**src/rtl/arb_pkg.sv**
```systemverilog
// Shared types, sizes and the rotating first-set search for the 8-way arbiter.
package arb_pkg;

  localparam int NREQ = 8;
  localparam int IDW  = 3;

  typedef enum logic {
    IDLE  = 1'b0,
    GRANT = 1'b1
  } state_t;

  // Result of a round-robin search: whether any request was set, and which one.
  typedef struct packed {
    logic           found;
    logic [IDW-1:0] idx;
  } rr_pick_t;

  // Returns the first set bit of req, scanning ptr, ptr+1, ... modulo NREQ.
  // The 3-bit candidate index wraps naturally, so no explicit modulo is needed.
  function automatic rr_pick_t rr_first_set(input logic [NREQ-1:0] req,
                                            input logic [IDW-1:0]  ptr);
    rr_pick_t       pick;
    logic [IDW-1:0] cand;
    pick.found = 1'b0;
    pick.idx   = '0;
    cand       = '0;
    for (int i = 0; i < NREQ; i++) begin
      cand = ptr + IDW'(i);
      if (!pick.found && req[cand]) begin
        pick.found = 1'b1;
        pick.idx   = cand;
      end
    end
    return pick;
  endfunction

endpackage

```
**src/rtl/onehot_dec_3_8.sv**
```systemverilog
// Combinational 3-bit index to 8-bit one-hot decoder.
module onehot_dec_3_8
  import arb_pkg::*;
(
  input  logic [IDW-1:0]  i_idx,
  output logic [NREQ-1:0] o_onehot
);

  // One comparator per output bit; exactly one bit is ever high.
  for (genvar gi = 0; gi < NREQ; gi++) begin : g_dec
    assign o_onehot[gi] = (i_idx == IDW'(gi));
  end

endmodule

```
**src/rtl/arb_rr_8.sv**
```systemverilog
// Round-robin arbiter for eight requesters with a one-hot grant, a mandatory
// dead cycle between owners and a hold limit that force-releases a grant.
// MAX_HOLD must lie in 2..255 and 2**CW must exceed MAX_HOLD.
module arb_rr_8
  import arb_pkg::*;
#(
  parameter int MAX_HOLD = 16,
  parameter int CW       = 8
) (
  input  logic            clk,
  input  logic            rst,
  input  logic [NREQ-1:0] req,
  input  logic            done,
  output logic [NREQ-1:0] gnt,
  output logic [IDW-1:0]  gnt_id,
  output logic            gnt_valid,
  output logic            timeout
);

  state_t          r_state;
  logic [IDW-1:0]  r_ptr;
  logic [CW-1:0]   r_cnt;
  logic [NREQ-1:0] r_gnt;
  logic [IDW-1:0]  r_gnt_id;
  logic            r_gnt_valid;
  logic            r_timeout;

  state_t          w_state_next;
  rr_pick_t        w_pick;
  logic [NREQ-1:0] w_dec;
  logic            w_release;
  logic            w_timeout_next;
  logic            w_at_limit;

  // Next winner from the current pointer; only consumed while IDLE.
  assign w_pick = rr_first_set(req, r_ptr);

  onehot_dec_3_8 u_dec (
    .i_idx   (w_pick.idx),
    .o_onehot(w_dec)
  );

  assign w_at_limit = (r_cnt == CW'(MAX_HOLD - 1));

  // Next-state and release decision; done/abandon take precedence over the
  // hold limit so a coinciding done never reports a timeout.
  always_comb begin
    w_state_next   = r_state;
    w_release      = 1'b0;
    w_timeout_next = 1'b0;
    case (r_state)
      IDLE: begin
        if (w_pick.found) begin
          w_state_next = GRANT;
        end
      end
      GRANT: begin
        if (done || !req[r_gnt_id]) begin
          w_release    = 1'b1;
          w_state_next = IDLE;
        end else if (w_at_limit) begin
          w_release      = 1'b1;
          w_timeout_next = 1'b1;
          w_state_next   = IDLE;
        end
      end
      default: begin
        w_state_next = IDLE;
      end
    endcase
  end

  // State, pointer, hold counter and registered outputs.
  always_ff @(posedge clk or posedge rst) begin
    if (rst) begin
      r_state     <= IDLE;
      r_ptr       <= '0;
      r_cnt       <= '0;
      r_gnt       <= '0;
      r_gnt_id    <= '0;
      r_gnt_valid <= 1'b0;
      r_timeout   <= 1'b0;
    end else begin
      r_state   <= w_state_next;
      r_timeout <= w_timeout_next;
      case (r_state)
        IDLE: begin
          if (w_pick.found) begin
            r_gnt       <= w_dec;
            r_gnt_id    <= w_pick.idx;
            r_gnt_valid <= 1'b1;
            r_cnt       <= '0;
            r_ptr       <= w_pick.idx + IDW'(1);
          end
        end
        GRANT: begin
          r_cnt <= r_cnt + CW'(1);
          if (w_release) begin
            r_gnt       <= '0;
            r_gnt_id    <= '0;
            r_gnt_valid <= 1'b0;
          end
        end
        default: begin
          r_gnt       <= '0;
          r_gnt_id    <= '0;
          r_gnt_valid <= 1'b0;
        end
      endcase
    end
  end

  assign gnt       = r_gnt;
  assign gnt_id    = r_gnt_id;
  assign gnt_valid = r_gnt_valid;
  assign timeout   = r_timeout;

endmodule

```
**config.mk**
```make
export PLATFORM = sky130hd
export DESIGN_NAME = arb_rr_8
export DESIGN_NICKNAME = d
export VERILOG_FILES = /design/src/rtl/arb_pkg.sv /design/src/rtl/onehot_dec_3_8.sv /design/src/rtl/arb_rr_8.sv
export SDC_FILE = /design/constraint.sdc
export NUM_CORES = 1
export LEC_CHECK = 0
export CORE_AREA = 2 2 63 65
export CTS_CLUSTER_SIZE = 10
export DETAILED_ROUTE_END_ITERATION = 7
export DIE_AREA = 0 0 65 67
export HOLD_SLACK_MARGIN = 0.06
export MAX_ROUTING_LAYER = met4
export PLACE_DENSITY = 0.94
export SYNTH_ARGS = -nofsm -noshare
export SYNTH_HDL_FRONTEND = slang
export SYNTH_HIERARCHICAL = 1
export SYNTH_SLANG_ARGS = --single-unit
```
**constraint.sdc**
```tcl
create_clock -name clk -period 9.1 [get_ports clk]
set_input_delay 1.82 -clock clk [delete_from_list [all_inputs] [get_ports clk]]
set_output_delay 1.82 -clock clk [all_outputs]
set_load 0.02 [all_outputs]
```
==> results.toml <==
[logic_synthesis]
synth_seq_cells = 25
avgSynthCellArea_sq_um = 10.5
yosysSeqAreaShare_pct = 29.0
ys_warn_count = 6
yosys-top-cells-area = "dfrtp_1, mux4_2, mux2i_1, a22o_1, o21ai_0"
synth.distinct_cells = 60
yosys.area.top_type = "dfrtp_1"
syn-cell-area_sq_um = 2160
synth_flop_cell = "dfrtp_1"
synth_edf_count = 0
async_reset_ff_share_pct = 100
syn_nets = 220
synth_top_area_share_pct = 29.0
syn_inst = 206

[worst_setup_path]
path_cells = "clkdlybuf4s50_1, mux4_2, mux2i_1, nor3b_4, nand2_1, a21oi_2, and3_2, nand2_1, o21ai_0, o2bb2ai_1"
start_kind = "input port"
critPathMaxFanout = 13
crit_arrival_ns = 4.95
critical_path_required_ns = 9.30
cp_common_cell = "nand2_1"
crit_path_top_delay_cell = "mux4_2"
crit_type = "input port to flip-flop"
slowest_delay_ns = 0.58
end_kind = "flip-flop"

[timing]
slew_headroom_pct = 39.6
finalCritPeriodShare_pct = 52.2
rsz0062_at_grt = "false"
final_hold_viol_count = 0
clock_skew_ns = 0.00458
holdWs_ns = 0.498
worstMarginPinSlew_ns = 0.905
setup_violations = 0
tns_ns = 0
finalMaxSlewViolations = 0
post-route-min-period_ns = 4.75
max_freq_mhz = 211

[cells_and_area]
nets = 238
layout-drive-gt1-share_pct = 17.5
fin_util_pct = 66.5
final_cell_mix = "dfrtp_1, clkdlybuf4s50_1, nand2_1"
diodes = 0
final_common_cell = "dfrtp_1"
final_cell_area_sq_um = 2400
fillers = 278
area_growth_pct = 11.0

[global_routing]
grt_use_total_pct = 24.0
grt.overflow.total = 0
antenna_found_initial = 0
grt_pass1_wl_um = 7940
grt_pass1_vias = 1653
grt_max_degree = 26

[floorplanning]
die_x_um = 65
dieArea_sq_um = 4360
coreArea_sq_um = 3610
io-pin-count = 24
die_h_um = 67
start_util_pct = 59.9
row_count = 22

[routing]
drt_first_pass_iters = 5
drt-initial-drc-count = 191
wl_met2_um = 2340
drcViolationCount = 0
met1_length_um = 2040
routedWlPerCell_um = 17.5
totalWireLength_um = 4740
vias = 1822
vias_per_cell = 6.72
final_antenna_net_count = 0
top_layer_used = "met4"
wl_met3_um = 290

[clock_network]
cts_tree = "yes"
clockRootBuffer = "clkbuf_8"
cts_buffer_depth = 2
htreeDepth = 1
clock_latency_ns = 0.27
post_cts_buffers = 0
clkTransAtPathRegs_ns = 0.09
cts_hold_buffers = 0
cts_resized = 0
cts_buffers = 3
numClockSinks = 25

[place]
placed_area_sq_um = 2350
io_buffer_count = 23
place_congestion = 0.932
dp_hpwl_um = 3310

[job]
max_cap_violations = 0

[power_and_ir_drop]
leakagePower_uw = 0.000957
power_density_nw_per_um2 = 439
ir_drop_uv = 264

[outcome]
outcome = "complete, no violations"

[min_path]
hold_path.class = "flip-flop to flip-flop"
## through the flow
stage	setup WS [ns]	total power, uW	cells
2_1_floorplan	5.06	848	206
4_1_cts	4.41	1040	271
3_3_place_gp	4.32	942	267
3_5_place_dp	4.17	965	267
6_report	4.35	1050	271
5_1_grt	4.24	1130	271
## cell type report
type / count / area [sq um] / share of cell area, %
multi-input combinational: 161 / 1400 / 58.2
sequential: 25 / 626 / 26.1
timing repair buffer: 23 / 230 / 9.60
tap: 48 / 60.1 / 2.51
clock buffer: 3 / 41.3 / 1.72
inverter: 10 / 37.5 / 1.57
clock inverter: 1 / 7.51 / 0.313
## flip-flops by register name (all words and copies together) (netlist names)
signal,cells
gnt,8
r_cnt,8
gnt_id,3
r_ptr,3
gnt_valid,1
r_state,1
timeout,1
## final timing paths
kind	start	to	slack (ns)	cells past startpoint
max in group asynchronous	rst	r_cnt[4]	6.51	2
max	req[4]	gnt[7]	4.35	10
min reg2reg	gnt_valid	gnt_valid	0.50	1
min	gnt_valid	gnt_valid	0.50	1
max reg2reg	r_ptr[0]	gnt[7]	4.74	11
min in group asynchronous	rst	gnt[4]	2.04	2
## layer usage
layer	GRT usage [%]	vias to the layer above
met5	-	-
met4	5.59	0
met3	2.36	9
met2	38.4	90
met1	33.4	894
li1	-	829
## synth_stat cells, types with 3 or more instances
cell,instances
a21oi_1,6
a22o_1,10
and3b_2,3
buf_6,5
dfrtp_1,25
ha_1,3
inv_1,8
mux2_2,4
mux2i_1,14
mux4_2,12
nand2_1,16
nand3_1,8
nand4_1,4
nor2_1,14
nor2b_1,3
nor3_1,3
nor3b_1,3
o21ai_0,12
## kinds of logic after synthesis
group	Yosys count	share of synthesized area, %
AND/OR/NAND/NOR	67	17.6
AO/OA/AOI/OAI	54	19.9
multiplexers	32	23.0
flip-flops	25	29.0
buffers and inverters	20	6.43
XOR/XNOR	5	2.38
adder cells (fa/ha/maj)	3	1.74
## power by group
group          internal, uW  switching [uW]  leakage [uW]
Combinational           365             414      0.000605
Sequential              145            60.7      0.000330
Clock                  31.1            36.2     0.0000217
## worst max-delay path: cells and delay by family
family	cells	cell delay (ns)
multiplexers	2	0.92
AO/OA/AOI/OAI	3	0.78
buffers and inverters	1	0.55
AND/OR/NAND/NOR	4	0.88
No activity file was read; power rests on OpenSTA's default activity.
